$ cat src/rtl/pulse_meas_ctrl_if.sv
`default_nettype none
// ============================================================================
// Module      : pulse_meas_ctrl_if
// Description : Result handshake bundle for the pulse measurement sequencer.
//               master = producer of the measurement, slave = consumer.
// Revision    : 1.0 - initial release
// ============================================================================
interface pulse_meas_ctrl_if #(
    parameter int CNT_W = 21
);
    logic             res_valid;
    logic             res_ready;
    logic [CNT_W-1:0] res_width;
    logic [CNT_W-1:0] res_period;
    logic             res_timeout;

    modport master (
        output res_valid,
        output res_width,
        output res_period,
        output res_timeout,
        input  res_ready
    );

    modport slave (
        input  res_valid,
        input  res_width,
        input  res_period,
        input  res_timeout,
        output res_ready
    );
endinterface
`default_nettype wire

$ cat src/rtl/pulse_meas_ctrl.sv
`default_nettype none
// ============================================================================
// Module      : pulse_meas_ctrl
// Description : Synchronises DATA_IN, detects edges and measures one pulse
//               (high width and rise-to-rise period) per arm request. The
//               result is held on a valid/ready port until accepted.
// Revision    : 1.0 - initial release
// ============================================================================
module pulse_meas_ctrl #(
    parameter int TIMEOUT     = 1000,
    parameter int CNT_W       = 21,
    parameter int SYNC_STAGES = 2
) (
    input  wire logic          CLK_IN,
    input  wire logic          rst_n,
    input  wire logic          DATA_IN,
    input  wire logic          arm,
    pulse_meas_ctrl_if.master  res,
    output logic               busy,
    output logic [2:0]         state_o,
    output logic [7:0]         pulse_count
);

    typedef enum logic [2:0] {
        S_IDLE      = 3'd0,
        S_WAIT_RISE = 3'd1,
        S_HIGH      = 3'd2,
        S_LOW       = 3'd3,
        S_DONE      = 3'd4
    } state_t;

    localparam logic [CNT_W-1:0] C_TIMEOUT = CNT_W'(TIMEOUT);
    localparam logic [CNT_W-1:0] C_ZERO    = '0;
    localparam logic [CNT_W-1:0] C_ONE     = CNT_W'(1);

    logic [SYNC_STAGES-1:0] r_sync;
    logic                   r_prev;
    state_t                 r_state;
    logic [CNT_W-1:0]       r_cnt;
    logic [CNT_W-1:0]       r_width;
    logic [CNT_W-1:0]       r_period;
    logic                   r_tout;
    logic [7:0]             r_count;

    state_t                 w_state_nxt;
    logic [CNT_W-1:0]       w_cnt_nxt;
    logic [CNT_W-1:0]       w_width_nxt;
    logic [CNT_W-1:0]       w_period_nxt;
    logic                   w_tout_nxt;
    logic [7:0]             w_count_nxt;

    logic                   w_s;
    logic                   w_rise;
    logic                   w_fall;
    logic                   w_at_limit;
    logic [CNT_W-1:0]       w_cnt_inc;

    assign w_s        = r_sync[SYNC_STAGES-1];
    assign w_rise     = w_s & ~r_prev;
    assign w_fall     = ~w_s & r_prev;
    assign w_at_limit = (r_cnt == C_TIMEOUT);
    // Saturating increment keeps cnt within TIMEOUT even when an edge
    // arrives exactly on the limit cycle and the FSM moves on.
    assign w_cnt_inc  = w_at_limit ? r_cnt : r_cnt + C_ONE;

    // Input synchroniser and edge-detect history, running in every state.
    always_ff @(posedge CLK_IN or negedge rst_n) begin
        if (!rst_n) begin
            r_sync <= '0;
            r_prev <= 1'b0;
        end else begin
            r_sync <= {r_sync[SYNC_STAGES-2:0], DATA_IN};
            r_prev <= w_s;
        end
    end

    // State and measurement registers.
    always_ff @(posedge CLK_IN or negedge rst_n) begin
        if (!rst_n) begin
            r_state  <= S_IDLE;
            r_cnt    <= '0;
            r_width  <= '0;
            r_period <= '0;
            r_tout   <= 1'b0;
            r_count  <= '0;
        end else begin
            r_state  <= w_state_nxt;
            r_cnt    <= w_cnt_nxt;
            r_width  <= w_width_nxt;
            r_period <= w_period_nxt;
            r_tout   <= w_tout_nxt;
            r_count  <= w_count_nxt;
        end
    end

    // Next-state and datapath update; an edge takes priority over timeout.
    always_comb begin
        w_state_nxt  = r_state;
        w_cnt_nxt    = r_cnt;
        w_width_nxt  = r_width;
        w_period_nxt = r_period;
        w_tout_nxt   = r_tout;
        w_count_nxt  = r_count;
        case (r_state)
            S_IDLE: begin
                if (arm) begin
                    w_state_nxt  = S_WAIT_RISE;
                    w_cnt_nxt    = C_ZERO;
                    w_tout_nxt   = 1'b0;
                    w_width_nxt  = C_ZERO;
                    w_period_nxt = C_ZERO;
                end
            end
            S_WAIT_RISE: begin
                if (w_rise) begin
                    w_state_nxt = S_HIGH;
                    w_cnt_nxt   = C_ONE;
                end else if (w_at_limit) begin
                    w_state_nxt = S_DONE;
                    w_tout_nxt  = 1'b1;
                end else begin
                    w_cnt_nxt   = w_cnt_inc;
                end
            end
            S_HIGH: begin
                if (w_fall) begin
                    w_state_nxt = S_LOW;
                    w_width_nxt = r_cnt;
                    w_cnt_nxt   = w_cnt_inc;
                end else if (w_at_limit) begin
                    w_state_nxt  = S_DONE;
                    w_tout_nxt   = 1'b1;
                    w_width_nxt  = r_cnt;
                    w_period_nxt = C_ZERO;
                end else begin
                    w_cnt_nxt    = w_cnt_inc;
                end
            end
            S_LOW: begin
                if (w_rise) begin
                    w_state_nxt  = S_DONE;
                    w_period_nxt = r_cnt;
                    w_count_nxt  = r_count + 8'd1;
                end else if (w_at_limit) begin
                    w_state_nxt  = S_DONE;
                    w_tout_nxt   = 1'b1;
                    w_period_nxt = C_ZERO;
                end else begin
                    w_cnt_nxt    = w_cnt_inc;
                end
            end
            S_DONE: begin
                if (res.res_ready) begin
                    if (arm) begin
                        w_state_nxt  = S_WAIT_RISE;
                        w_cnt_nxt    = C_ZERO;
                        w_tout_nxt   = 1'b0;
                        w_width_nxt  = C_ZERO;
                        w_period_nxt = C_ZERO;
                    end else begin
                        w_state_nxt  = S_IDLE;
                    end
                end
            end
            default: begin
                w_state_nxt = S_IDLE;
            end
        endcase
    end

    assign res.res_valid   = (r_state == S_DONE);
    assign res.res_width   = r_width;
    assign res.res_period  = r_period;
    assign res.res_timeout = r_tout;
    assign busy            = (r_state == S_WAIT_RISE) || (r_state == S_HIGH) ||
                             (r_state == S_LOW);
    assign state_o         = r_state;
    assign pulse_count     = r_count;

endmodule
`default_nettype wire
$ cat src/flat_wrapper.sv
// flat-port wrapper written by rule: the top's interface ports become plain ports
module pulse_meas_ctrl_flat 
#(
    parameter int TIMEOUT     = 1000,
    parameter int CNT_W       = 21,
    parameter int SYNC_STAGES = 2
)
  (CLK_IN, rst_n, DATA_IN, arm, busy, state_o, pulse_count, res_res_valid, res_res_width, res_res_period, res_res_timeout, res_res_ready);
  pulse_meas_ctrl_if #(.CNT_W(CNT_W)) res_i ();
  input  wire logic CLK_IN;
  input  wire logic rst_n;
  input  wire logic DATA_IN;
  input  wire logic arm;
  output logic busy;
  output logic [2:0] state_o;
  output logic [7:0] pulse_count;
  output wire logic [$bits(res_i.res_valid)-1:0] res_res_valid;
  output wire logic [$bits(res_i.res_width)-1:0] res_res_width;
  output wire logic [$bits(res_i.res_period)-1:0] res_res_period;
  output wire logic [$bits(res_i.res_timeout)-1:0] res_res_timeout;
  input wire logic [$bits(res_i.res_ready)-1:0] res_res_ready;
  assign res_res_valid = res_i.res_valid;
  assign res_res_width = res_i.res_width;
  assign res_res_period = res_i.res_period;
  assign res_res_timeout = res_i.res_timeout;
  assign res_i.res_ready = res_res_ready;
  pulse_meas_ctrl #(.TIMEOUT(TIMEOUT), .CNT_W(CNT_W), .SYNC_STAGES(SYNC_STAGES)) u_core (.CLK_IN(CLK_IN), .rst_n(rst_n), .DATA_IN(DATA_IN), .arm(arm), .res(res_i), .busy(busy), .state_o(state_o), .pulse_count(pulse_count));
endmodule
$ cat config.mk
export PLATFORM = sky130hd
export DESIGN_NAME = pulse_meas_ctrl_flat
export DESIGN_NICKNAME = d
export VERILOG_FILES = /design/src/rtl/pulse_meas_ctrl_if.sv /design/src/rtl/pulse_meas_ctrl.sv /design/src/flat_wrapper.sv
export SDC_FILE = /design/constraint.sdc
export NUM_CORES = 1
export LEC_CHECK = 0
export CAP_MARGIN = 20
export CELL_PAD_IN_SITES_DETAIL_PLACEMENT = 1
export CELL_PAD_IN_SITES_GLOBAL_PLACEMENT = 1
export CORE_AREA = 2 2 90 92
export CTS_CLUSTER_DIAMETER = 50
export DETAILED_ROUTE_END_ITERATION = 7
export DIE_AREA = 0 0 92 94
export DONT_BUFFER_PORTS = 1
export PLACE_DENSITY_LB_ADDON = 0.1
export SLEW_MARGIN = 10
export SYNTH_ARGS = -nofsm -noshare
export SYNTH_HDL_FRONTEND = slang
export SYNTH_SLANG_ARGS = --single-unit
$ cat constraint.sdc
create_clock -name CLK_IN -period 2.05 [get_ports CLK_IN]
set_input_delay 0.41 -clock CLK_IN [delete_from_list [all_inputs] [get_ports CLK_IN]]
set_output_delay 0.41 -clock CLK_IN [all_outputs]
set_load 0.05 [all_outputs]
After elaboration in Yosys (flattened, before gate mapping)
Cells that the tools add are included.
{"block": "word_totals", "out_inout_bits": 56, "wordCells": 72, "inputBits": 5, "reg_bits": 78}
{"block": "classes", "add_sub_neg": 2, "bitwise": 4, "muxes": 33, "n_reduce_logical": 14, "n_eq_ne": 11}
{"operator": "21-bit 2-to-1 mux", "n": 16}
{"operator": "21-bit one-hot mux with 5 select lines", "n": 1}
{"operator": "21-bit one-hot mux with 4 select lines", "n": 1}
{"operator": "21-bit one-hot mux with 3 select lines", "n": 1}
{"operator": "21-bit by 1-bit adder with 21-bit output (second input constant)", "n": 1}
{"operator": "21-bit by 10-bit == test with 1-bit output (second input constant)", "n": 1}
{"operator": "3-bit 2-to-1 mux", "n": 6}
{"operator": "3-bit one-hot mux with 5 select lines", "n": 1}
{"operator": "3-bit AND reduction", "n": 3}
{"operator": "8-bit by 1-bit adder with 8-bit output (second input constant)", "n": 1}
{"operator": "2-bit != test (second input constant)", "n": 4}
{"operator": "4-bit nonzero test", "n": 2}
{"operator": "3-bit by 2-bit == test with 1-bit output (second input constant)", "n": 2}
{"operator": "1-bit 2-to-1 mux", "n": 6}
{"operator": "5-bit nonzero test", "n": 1}
{"operator": "1-bit one-hot mux with 4 select lines", "n": 1}
{"operator": "2-bit AND reduction", "n": 2}
{"operator": "4-bit AND reduction", "n": 1}
{"operator": "3-bit by 1-bit == test with 1-bit output (second input constant)", "n": 1}
{"operator": "3-bit == test (second input constant)", "n": 1}
{"operator": "3-bit zero test", "n": 1}
{"operator": "3-bit by 1-bit != test with 1-bit output (second input constant)", "n": 1}
{"operator": "3-bit nonzero test", "n": 1}
{"operator": "1-bit bitwise AND", "n": 2}
{"operator": "other kinds (4)", "n": 6}

Logic depth before layout (Yosys ltp)
Gate-level depths: netlist of the first run.
{"block": "logic_depth", "depth_word": 5, "depth_mapped": 8, "depth_no_buf": 7}

Worst setup path before layout of the first run
OpenSTA, ideal clock, no wires.
{"block": "synth_path", "path_kind": "register to output", "from": "register u_core.r_state[0], in the netlist u_core.state_o[0]", "to": "output port res_res_valid", "stages_incl_launch_ff": 4, "path_buffers": 2, "required_time_ns": 1.640, "setup_slack_ns": -0.469, "arrival_ns": 2.109, "path_cell_list": "dfrtp_1 > buf_6 > clkbuf_1 > nor3_1"}
{"block": "synth_between", "elab_chain_cells": 1}
{"item": "from (decl)", "line_no": "pulse_meas_ctrl.sv:38", "rtl": "state_t r_state;"}
{"item": "from (signal assigned)", "line_no": "pulse_meas_ctrl.sv:87", "rtl": "r_state <= w_state_nxt;"}
{"item": "3-bit == test", "line_no": "pulse_meas_ctrl.sv:171", "rtl": "assign res.res_valid = (r_state == S_DONE);"}
{"item": "to (decl)", "line_no": "flat_wrapper.sv:17", "rtl": "output wire logic [$bits(res_i.res_valid)-1:0] res_res_valid;"}
Every way passes these cells.

Worst setup path after layout of the first run
{"block": "layout_path", "from": "register u_core.r_state[2], in the netlist u_core.state_o[2]", "to": "output port busy"}
{"block": "layout_between", "elab_chain_cells": 3, "elab_cells_between_ends": 5, "cone_classes": "eq/ne: 3; reduce/logical: 2"}
{"item": "3-bit by 1-bit == test with 1-bit output / 3-bit by 2-bit == test with 1-bit output (equally long branches)", "line_no": "pulse_meas_ctrl.sv:175", "rtl": "assign busy = (r_state == S_WAIT_RISE) || (r_state == S_HIGH) ||"}
{"item": "1-bit logical OR", "line_no": "pulse_meas_ctrl.sv:175"}
{"item": "1-bit logical OR (*)", "line_no": "pulse_meas_ctrl.sv:175"}
{"item": "to (decl)", "line_no": "flat_wrapper.sv:14", "rtl": "output logic busy;"}
Mark *: on every way between the ends. The rest lies on a longest branch, timed or not.

==> results of run 1 <==
==> layout make-up <==
class / count / area share, %
Inverter: 28 / 2.385
Timing Repair Buffer: 43 / 8.830
Sequential cell: 78 / 44.38
Clock buffer: 10 / 3.123
Clock inverter: 6 / 2.612
Multi-Input combinational cell: 221 / 35.78
Tap cell: 102 / 2.896
==> cells in the mapped netlist, types with 2 or more instances <==
cell type | count | area share, %
xor2_1 | 14 | 3.3
clkbuf_1 | 9 | 0.91
nor2_4 | 2 | 0.61
nand2b_1 | 2 | 0.34
o21ai_0 | 4 | 0.54
nand3_1 | 13 | 1.8
nor2b_1 | 2 | 0.34
o21a_1 | 2 | 0.40
and3_1 | 5 | 0.84
ha_1 | 3 | 1.0
buf_4 | 2 | 0.40
xnor2_1 | 10 | 2.4
inv_1 | 28 | 2.8
and2_1 | 5 | 0.84
nor3_1 | 9 | 1.2
o21ai_1 | 2 | 0.27
buf_2 | 4 | 0.54
a32oi_1 | 2 | 0.47
nand4_1 | 13 | 2.2
a22o_1 | 21 | 5.0
a21oi_1 | 7 | 0.94
nand2_1 | 31 | 3.1
nor4_1 | 3 | 0.51
and4_1 | 3 | 0.71
dfrtp_1 | 78 | 53
buf_1 | 2 | 0.20
nor2_1 | 23 | 2.3
mux2i_1 | 23 | 6.2
==> repair_timing <==
action | 4_1_cts | 5_1_grt
pin swaps | 0 | 1
endpoints found under the setup margin | 2 | 11
resized for setup | 3 | 3
buffers inserted | 0 | 2
endpoints found under the hold margin | 78 | 78
==> worst paths after layout <==
kind	start	slack, ns	endpoint	depth (start not counted)
max	u_core.state_o[2]	0.06	busy	5
min	rst_n	-0.27	u_core.pulse_count[2]	0
max reg2reg	u_core.state_o[1]	0.07	u_core.r_cnt[12]	5
min reg2reg	u_core.r_sync[0]	0.35	u_core.r_sync[1]	0
max in group asynchronous	rst_n	2.15	u_core.state_o[0]	0
min in group CLK_IN	DATA_IN	0.08	u_core.r_sync[0]	0
==> worst reg2reg max path: cells and delay by family (launching register included) <==
| kind | cells | cell delay (ns) |
|---|---|---|
| compound gates | 1 | 0.43 |
| xor+xnor | 1 | 0.18 |
| flops | 1 | 0.47 |
| simple gates | 3 | 0.79 |
==> layer usage <==
layer	track usage (%)	vias to the layer above	part of all wire, %	wire length [µm]
met2	37.44	70	47	4453
met4	8.831	0	1.7	166
li1	-	1277	-	-
met5	0	-	0	0
met3	5.859	16	5.4	511
met1	31.58	1428	46	4369
==> logic make-up (layout without fill, tap and decap cells) <==
| logic type | count (synthesis) | after routing | share of synthesized area (%) |
|---|---|---|---|
| flip-flops | 78 | 78 | 52.65 |
| AO/OA/AOI/OAI | 51 | 51 | 11.85 |
| adder cells (fa/ha/maj) | 3 | 3 | 1.013 |
| multiplexers | 23 | 23 | 6.210 |
| AND/OR/NAND/NOR | 120 | 120 | 17.42 |
| buffers and inverters | 46 | 87 | 5.197 |
| XOR/XNOR | 24 | 24 | 5.670 |
==> per-stage QoR <==
| step | setup slack [ns] | power [mW] | utilization [%] | TNS, ns | hold slack [ns] |
|---|---|---|---|---|---|
| floorplan | -0.005219 | 3.146 | - | -0.01038 | 0.1144 |
| global placement | 0.1741 | 3.776 | 54.18 | 0 | 0.1163 |
| detailed placement | 0.1210 | 3.813 | 54.18 | 0 | 0.1162 |
| CTS | 0.03043 | 5.279 | 57.60 | 0 | -0.2765 |
| global route | -0.002538 | 5.514 | 57.93 | -0.002538 | -0.2860 |
| finish | 0.05977 | 5.281 | 57.93 | 0 | -0.2691 |
==> report_power, final <==
| part | switching [mW] | leakage [nW] | internal [mW] |
|---|---|---|---|
| combinational | 1.20 | 0.888 | 0.717 |
| clock | 0.607 | 0.124 | 0.851 |
| sequential | 0.243 | 1.07 | 1.66 |
| total | 2.05 | 2.08 | 3.23 |
==> flip-flops by register name (all words and copies together), names as in the netlist <==
name / cells
u_core.pulse_count: 8
u_core.r_cnt: 21
u_core.r_prev: 1
u_core.r_sync: 2
u_core.res.res_period: 21
u_core.res.res_timeout: 1
u_core.res.res_width: 21
u_core.state_o: 3
==> key figures, run 1 <==
Timing
  – Final worst path period share: 97.08%
  – Final Hold Fails: 78
  – Final setup viols: 0
  – RSZ-0062 raised after global routing: true
  – Fin. max-slew vios: 0
  – Worst Max-Slew Pin Slew: 0.5373 ns
  – Clock skew: 0.01242 ns
  – FMAX: 502.5 MHz
  – Hold slack final: -0.2691 ns
  – Final min period: 1.990 ns
  – Slew HR: 64.18%

Drt
  – TritonRoute pass-1 iters: 5
  – Drt total wl: 9500 µm
  – ANT nets after route: 0
  – DR vias/cell: 5.719
  – Detailed Route Iter0 Violations: 105
  – Wire per inst: 19.47 µm
  – Vias: 2791
  – DRC violations left: 0

Finish
  – Final net count: 389
  – Layout cell share with drive strength beyond 1: 19.95%
  – Layout area overhead: 18.87%
  – Non-Filler Instances: 488
  – Multi-input gate area: 1577 µm²
  – Most frequent cells in the layout: dfrtp_1 (75), buf_4 (37), nand2_1 (31)
  – Number of diodes: 0
  – Design area: 4407 µm²
  – Storage cell area: 1956 µm²
  – Most common cell after layout, fill and taps aside: dfrtp_1
  – FILL cells: 828

Floorplan
  – Die footprint: 8648 µm²
  – Die Width: 92 µm
  – Chip Height: 94 µm
  – Core Region: 7607 µm²
  – Num ports: 61
  – # rows: 32
  – Initial Util: 48.73%

Global routing
  – Total global routing overflow: 0
  – Total track usage: 23.62%
  – Initial antenna violation count: 0
  – Largest net degree at the start of global routing: 79
  – Number of global-route vias before repair: 2997
  – First-pass GRT wire length: 15660 µm

Synth
  – Syn_nets: 353
  – Post-Syn Area per Cell: 10.75 µm²
  – Yosys synthesis warning count: 0
  – Dominant synthesized flop cell: dfrtp_1
  – Synth unique cells: 51
  – Synth Cell Area: 3707 µm²
  – FFs w/ async S/R, synth: 100.0%
  – Post-Syn Instances: 345
  – Sequential fraction of the synthesis area: 52.65%
  – Post-synthesis register bit count: 78
  – Number of flops mapped to enable cells by yosys: 0

Clocking
  – Total CTS buffers: 9
  – CTS max path bufs: 2
  – Clk_lat worst skew: 0.36 ns
  – # clock sinks: 78
  – CTS tree: built
  – Root Driver: clkbuf_8
  – H-tree Lvls: 3
  – Clock-pin slew on the worst setup and hold paths: 0.09 ns

Critical path
  – Critical Path RT: 1.64 ns
  – Most used cell, CP: inv_1
  – Worst Path Arrival: 1.58 ns
  – CP endpoint kind: primary output
  – CP max FO: 14
  – CP max stage cell: dfrtp_2
  – CP Launch Type: register
  – CP delay by family, top: buffers and inverters
  – Crit Path Class: reg2out
  – Cell chain of the critical path: buf_12, inv_1, o21ai_1, inv_1, buf_4
  – Buffers and inverters on the worst path: 4
  – CP max stage delay: 0.44 ns

Run status
  – Failing checks: hold timing
  – Status: complete, but fails checks

Power and ir drop
  – Max IR drop VDD: 780.2 µV
  – Leak Pwr: 2.077 nW
  – PD cells: 1198 nW/µm²

Place
  – DP HPWL: 6336 µm
  – Dpl cells: 470
  – Port Buffers: 0
  – Area post-placement: 4121 µm²
  – Routability cong.: 0.8271

Flow run
  – MaxCap Viol Count: 0

Hold path
  – Min-delay worst type: in2async
(Power assumes the default switching activity.)
==> inputs of run 2 (changes only) <==
Settings changed: ABC_AREA set to 1, ABC_CLOCK_PERIOD_IN_PS set to 2050, CORE_AREA 2 2 90 92 to 2 2 103 105, DIE_AREA 0 0 92 94 to 0 0 105 107.
==> run 2 against run 1 <==
The run still ends with hold timing left. Worst setup slack better by 0.0052 ns. Clock power is 12% lower. Via count up 53%. Cell count increased by 64%. Global-route usage up 2.4 points. Routed wire length up 42%. Register-to-register slack improved by 0.07 ns. Critical path type unchanged. Sequential cell count is the same. Critical endpoint unchanged. Sequential power is 5% lower. Utilization shrank 6.7 points.
==> key figures, run 2 <==
Run status
  – Status: complete, but fails checks
  – Failing checks: hold timing

Timing
  – Worst Max-Slew Pin Slew: 0.6755 ns (+0.1382 ns)
  – Fin. max-slew vios: 0 (unchanged)
  – Final Hold Fails: 78 (unchanged)
  – RSZ-0062 raised after global routing: false
  – Final setup viols: 0 (unchanged)
  – Final min period: 1.985 ns (-0.005159 ns)
  – Final worst path period share: 96.83% (-0.25 points)
  – Slew HR: 54.79% (-9.4 points)
  – FMAX: 503.8 MHz (+0.26%)
  – Hold slack final: -0.2759 ns (-0.006828 ns)
  – Clock skew: 0.01308 ns (+0.0006566 ns)

Critical path
  – Critical Path RT: 1.64 ns (about the same)
  – CP endpoint kind: primary output
  – Worst Path Arrival: 1.58 ns (about the same)
  – Crit Path Class: reg2out
  – CP max FO: 6 (-8)
  – CP Launch Type: register

Clocking
  – Total CTS buffers: 9 (unchanged)
  – CTS max path bufs: 2 (unchanged)
  – H-tree Lvls: 3 (unchanged)
  – Clk_lat worst skew: 0.38 ns (+0.02 ns)
  – Clock-pin slew on the worst setup and hold paths: 0.08 ns (about the same)
  – # clock sinks: 78 (unchanged)
  – Root Driver: clkbuf_8
  – Post-CTS Setup Inserts: 0 (unchanged)
  – CTS tree: built

Global routing
  – Total global routing overflow: 0 (unchanged)
  – First-pass GRT wire length: 22820 µm (+46%)
  – Initial antenna violation count: 0 (unchanged)
  – Largest net degree at the start of global routing: 79 (unchanged)
  – Number of global-route vias before repair: 4505 (+50%)
  – Total track usage: 26.01% (+2.4 points)

Place
  – Port Buffers: 0 (unchanged)
  – DP HPWL: 9930 µm (+57%)
  – Routability cong.: 0.8835 (+6.8%)
  – Dpl cells: 786 (+67%)

Finish
  – Final net count: 670 (+72%)
  – Layout area overhead: 14.43%
  – Non-Filler Instances: 802 (+64%)
  – Number of diodes: 0 (unchanged)
  – Most common cell after layout, fill and taps aside: nand2_1
  – Layout cell share with drive strength beyond 1: 16.37% (-3.6 points)
  – Post-Route Utilization: 51.21% (-6.7 points)
  – Most frequent cells in the layout: nand2_1 (232), nor2_1 (85), dfrtp_1 (77)

Power and ir drop
  – Cell-internal power: 3.117 mW (-3.5%)
  – Switch share: 45.04% (+6.2 points)
  – P_sw: 2.555 mW (+24%)
  – Clk pwr share: 22.8% (-4.8 points)
  – Seq pwr share: 31.8% (-4.2 points)
  – Leak Pwr: 2.484 nW (+20%)
  – Combinational power share: 45.4% (+9.0 points)
  – Max IR drop VDD: 572.3 µV (-27%)
  – PD cells: 1097 nW/µm² (-8.4%)

Synth
  – Number of flops mapped to enable cells by yosys: 0 (unchanged)
  – Synth unique cells: 34 (-33%)
  – Synth cell count leaders: nand2_1 (232), nor2_1 (86), dfrtp_1 (78), inv_1 (39), o21ai_0 (38)
  – Most area-consuming cells after synthesis: dfrtp_1 (43%), nand2_1 (19%), nor2_1 (7.1%)
  – Sequential fraction of the synthesis area: 43.21% (-9.4 points)
  – Post-synthesis register bit count: 78 (unchanged)
  – Yosys synthesis warning count: 0 (unchanged)
  – Dominant synthesized flop cell: dfrtp_1
  – Synth Cell Area: 4517 µm² (+22%)
  – FFs w/ async S/R, synth: 100.0% (unchanged)
  – Syn_nets: 634 (+80%)
  – Post-Syn Area per Cell: 7.215 µm² (-33%)
  – Count leader, synth: nand2_1
  – Post-Syn Instances: 626 (+81%)
  – Share of the synthesized area in the top cell type: 43.21% (-9.4 points)
  – Yosys top cell by area: dfrtp_1

Floorplan
  – Die Width: 105 µm (+14%)
  – Die footprint: 11240 µm² (+30%)
  – Chip Height: 107 µm (+14%)
  – Initial Util: 44.76% (-4.0 points)
  – Num ports: 61 (unchanged)
  – # rows: 37 (+16%)
  – Core Region: 10090 µm² (+33%)

Drt
  – Drt total wl: 13510 µm (+42%)
  – ANT nets after route: 0 (unchanged)
  – Detailed Route Iter0 Violations: 142 (+35%)
  – Vias: 4281 (+53%)
  – DRC violations left: 0 (unchanged)
  – DR vias/cell: 5.338 (-6.7%)
  – TritonRoute pass-1 iters: 4 (-1)
  – Wire per inst: 16.84 µm (-13%)

Flow run
  – MaxCap Viol Count: 0 (unchanged)

Hold path
  – Min-delay worst type: in2async
run 2: changes by cell type after synthesis, moves of 5 or more:
cell     change
nand2_1    +201
nor2_1      +63
o21ai_0     +34
mux2i_1     -23
a22o_1      -21
a21oi_1     +18
o21ai_2     +15
inv_1       +11
xor2_1      -11
nand3_1      +7
buf_6        +6
nand2_2      +5
xnor2_1      -5
run 2: path summary, 6_finish.rpt:
path / startpoint / to / slack [ns] / cells after the start
worst max-delay path: u_core.state_o[2] / busy / 0.06 / 4
worst max register to register: u_core.state_o[0] / u_core.pulse_count[6] / 0.14 / 9
min in group CLK_IN: DATA_IN / u_core.r_sync[0] / 0.07 / 0
max in group asynchronous: rst_n / u_core.state_o[2] / 2.17 / 0
worst min register to register: u_core.r_sync[0] / u_core.r_sync[1] / 0.36 / 0
worst min-delay path: rst_n / u_core.res.res_width[12] / -0.28 / 0
run 2: cells by family (layout without fill, tap and decap cells):
logic type / count (synthesis) / count (layout) / share of synthesized area [%]
AO/OA/AOI/OAI: 89 / 90 / 11.69
XOR/XNOR: 8 / 8 / 1.551
adder cells (fa/ha/maj): 3 / 3 / 0.8311
buffers and inverters: 69 / 108 / 7.396
flip-flops: 78 / 78 / 43.21
AND/OR/NAND/NOR: 379 / 379 / 35.32
run 2: critical path, cell delays in order (launching register included):
cell	delay, ns
dfrtp_1	0.40
buf_4	0.27
inv_2	0.12
nand2_2	0.14
clkinvlp_4	0.28
run 2: per-stage QoR:
step	total power [mW]	hold slack (ns)	TNS, ns	setup WS [ns]	area (µm²)
floorplan	3.646	0.1144	0	0.03701	4522
global placement	4.251	0.1170	-0.1539	-0.01097	4913
detailed placement	4.326	0.1167	-1.314	-0.08823	4913
CTS	5.674	-0.2946	0	0.01134	5146
global route	6.026	-0.2932	0	0.0003899	5169
finish	5.672	-0.2759	0	0.06493	5169
run 2: area by class of cell:
type / instances / area, µm²
fillers: 1334 / 4923
clock buffers: 9 / 123.9
multi-input cells: 480 / 2271
repair buffers: 50 / 399.1
well taps: 136 / 170.2
clock inverters: 6 / 86.33
flip-flops and latches: 78 / 1953
inverters: 43 / 165.2
run 2: layer usage:
layer	global-route usage, %	vias to the layer above	share of wire, %
li1	-	2060	-
met1	33.82	2111	46
met2	41.74	79	47
met3	6.261	31	4.6
met4	10.67	0	3.0
met5	0	-	0
run 2: timing repair:
action,CTS,global route
gates cloned,1,0
setup endpoints to repair,22,47
gates resized for setup,3,6
hold endpoints to repair,78,78
run 2: power by group through the flow:
stage          registers (mW)  logic, mW  clock network [mW]
5_1_grt                  1.82       2.83                1.38
6_report                 1.81       2.58                1.29
2_1_floorplan            2.02       1.62                   0
3_3_place_gp             1.83       2.42                   0
3_5_place_dp             1.83       2.49                   0
4_1_cts                  1.80       2.55                1.32
==> inputs of run 3 (changes only) <==
Settings changed: GPL_ROUTABILITY_DRIVEN set to 0.
==> run 3 against run 2 <==
The run still ends with hold timing left. First-iteration DRC count up 5.6%. Power down 1.2%. Utilization down 0.19 points. Sequential cell count unchanged. Non-clock buffer count unchanged. Largest power group unchanged.
==> key figures, run 3 (synthesis results as in run 2) <==
Clocking
  – Clk_lat worst skew: 0.37 ns (about the same)
  – H-tree Lvls: 3 (unchanged)
  – Total CTS buffers: 9 (unchanged)
  – Post-CTS Setup Inserts: 0 (unchanged)
  – Root Driver: clkbuf_8
  – CTS tree: built
  – Clock-pin slew on the worst setup and hold paths: 0.08 ns (about the same)
  – # clock sinks: 78 (unchanged)
  – CTS max path bufs: 2 (unchanged)

Place
  – DP HPWL: 10010 µm (+0.83%)
  – Port Buffers: 0 (unchanged)
  – Area post-placement: 4913 µm² (unchanged)

Drt
  – Drt total wl: 13790 µm (+2.1%)
  – DR vias/cell: 5.348 (+0.19%)
  – Vias: 4289 (+0.19%)
  – DRC violations left: 0 (unchanged)
  – TritonRoute pass-1 iters: 4 (unchanged)
  – Wire per inst: 17.19 µm (+2.1%)
  – ANT nets after route: 0 (unchanged)
  – Detailed Route Iter0 Violations: 150 (+5.6%)

Finish
  – Layout cell share with drive strength beyond 1: 16.22% (-0.15 points)
  – Layout area overhead: 14.02%
  – Final net count: 670 (unchanged)
  – Most frequent cells in the layout: nand2_1 (232), nor2_1 (85), dfrtp_1 (77)
  – Multi-input gate area: 2271 µm² (unchanged)
  – Design area: 5150 µm² (-0.36%)
  – Storage cell area: 1953 µm² (unchanged)
  – FILL cells: 1360 (+1.9%)
  – Most common cell after layout, fill and taps aside: nand2_1
  – Number of diodes: 0 (unchanged)

Power and ir drop
  – Clk pwr share: 21.2% (-1.6 points)
  – Cell-internal power: 3.037 mW (-2.6%)
  – Switch share: 45.79% (+0.75 points)
  – Leak Pwr: 2.474 nW (-0.40%)
  – Combinational power share: 46.6% (+1.2 points)
  – P_sw: 2.566 mW (+0.44%)
  – Max IR drop VDD: 551.0 µV (-3.7%)
  – PD cells: 1088 nW/µm² (-0.84%)
  – Seq pwr share: 32.3% (+0.5 points)
  – Overall Power: 5.603 mW (-1.2%)

Critical path
  – CP max FO: 5 (-1)
  – CP Launch Type: register
  – Critical Path RT: 1.64 ns (about the same)
  – Worst Path Arrival: 1.55 ns (-0.03 ns)
  – R2R setup slack: 0.19 ns (+0.05 ns)
  – Worst reg2reg path depth: 12 (+3)
  – CP endpoint kind: primary output
  – Crit Path Class: reg2out
  – RR Startpoint: u_core.state_o[0]
  – FF-to-FF End: u_core.r_cnt[8]

Global routing
  – Number of global-route vias before repair: 4516 (+0.24%)
  – Largest net degree at the start of global routing: 79 (unchanged)
  – First-pass GRT wire length: 23480 µm (+2.9%)
  – Total track usage: 26.60% (+0.58 points)
  – Initial antenna violation count: 0 (unchanged)
  – Total global routing overflow: 0 (unchanged)

Timing
  – Slew HR: 53.02% (-1.8 points)
  – Worst Max-Slew Pin Slew: 0.7020 ns (+0.02651 ns)
  – Final worst path period share: 95.44% (-1.4 points)
  – RSZ-0062 raised after global routing: false
  – Clock skew: 0.01014 ns (-0.002941 ns)
  – Hold slack final: -0.2672 ns (+0.008657 ns)
  – FMAX: 511.1 MHz (+1.5%)
  – Fin. max-slew vios: 0 (unchanged)
  – Final min period: 1.957 ns (-0.02856 ns)
  – Final setup viols: 0 (unchanged)
  – Final Hold Fails: 78 (unchanged)
  – Setup TNS: 0 ns (unchanged)

Floorplan
  – Num ports: 61 (unchanged)
  – Core Region: 10090 µm² (unchanged)
  – Die footprint: 11240 µm² (unchanged)
  – Chip Height: 107 µm (unchanged)
  – Initial Util: 44.76% (unchanged)
  – Die Width: 105 µm (unchanged)
  – # rows: 37 (unchanged)

Run status
  – Status: complete, but fails checks
  – Failing checks: hold timing

Hold path
  – Min-delay worst type: in2async

Flow run
  – MaxCap Viol Count: 0 (unchanged)
==> run 3: changes by cell type in the layout (fill, tap and decap cells not counted), sizes merged <==
| cell | previous run | this run |
|---|---|---|
| bufinv | 2 | 1 |
| clkbuf | 9 | 11 |
| inv | 43 | 42 |
==> run 3: timing repair <==
action                                 4_1_cts  5_1_grt
gates resized for setup                      3        7
gates cloned                                 1        0
pin swaps                                    1        1
setup endpoints to repair                   22       40
endpoints found under the hold margin       78       78
==> run 3: area by class of cell <==
class,count,area share (%)
Multi-Input combinational cell,480,44.10
Sequential cell,78,37.93
Timing Repair Buffer,50,7.750
Tap cell,136,3.304
Inverter,43,3.256
Clock buffer,11,2.745
Clock inverter,4,0.9232
==> run 3: worst max path at each step <==
stage / startpoint / endpoint / slack (ns)
2_1_floorplan: u_core.state_o[2] / u_core.res.res_period[14] / 0.04
3_3_place_gp: u_core.state_o[0] / u_core.res.res_width[5] / 0.02
3_5_place_dp: u_core.state_o[0] / u_core.res.res_width[16] / -0.04
4_1_cts: u_core.state_o[0] / busy / 0.03
5_1_grt: u_core.state_o[0] / u_core.r_cnt[3] / 0.005
6_report: u_core.state_o[0] / busy / 0.09
==> run 3: per-layer routing <==
layer,wire length (µm),track usage (%),vias up
met5,0,0,-
met2,6716,44.85,109
met4,248,9.810,0
li1,-,-,2055
met1,6080,34.43,2108
met3,744,4.498,17
==> run 3: critical path, stage by stage (launching register included) <==
cell and delay [ns]:
dfrtp_1 0.43, buf_8 0.18, inv_2 0.10, nand2_4 0.08, nand2_2 0.11, clkinvlp_4 0.28
==> run 3: through the flow <==
stage	utilization [%]	hold slack [ns]	cells	setup WS, ns
after floorplan	-	0.1144	626	0.03701
after global placement	48.69	0.1172	786	0.01576
after detailed placement	48.69	0.1168	786	-0.04476
after CTS	50.78	-0.2837	802	0.03325
after global routing	51.03	-0.2846	802	0.004681
final	51.03	-0.2672	802	0.09349
==> run 3: power by group through the flow <==
stage                     Clock (mW)  Sequential, mW  Combinational, mW
after global routing            1.28            1.82               2.86
after detailed placement           0            1.83               2.51
final                           1.19            1.81               2.61
after CTS                       1.22            1.80               2.58
after floorplan                    0            2.02               1.62
after global placement             0            1.83               2.43
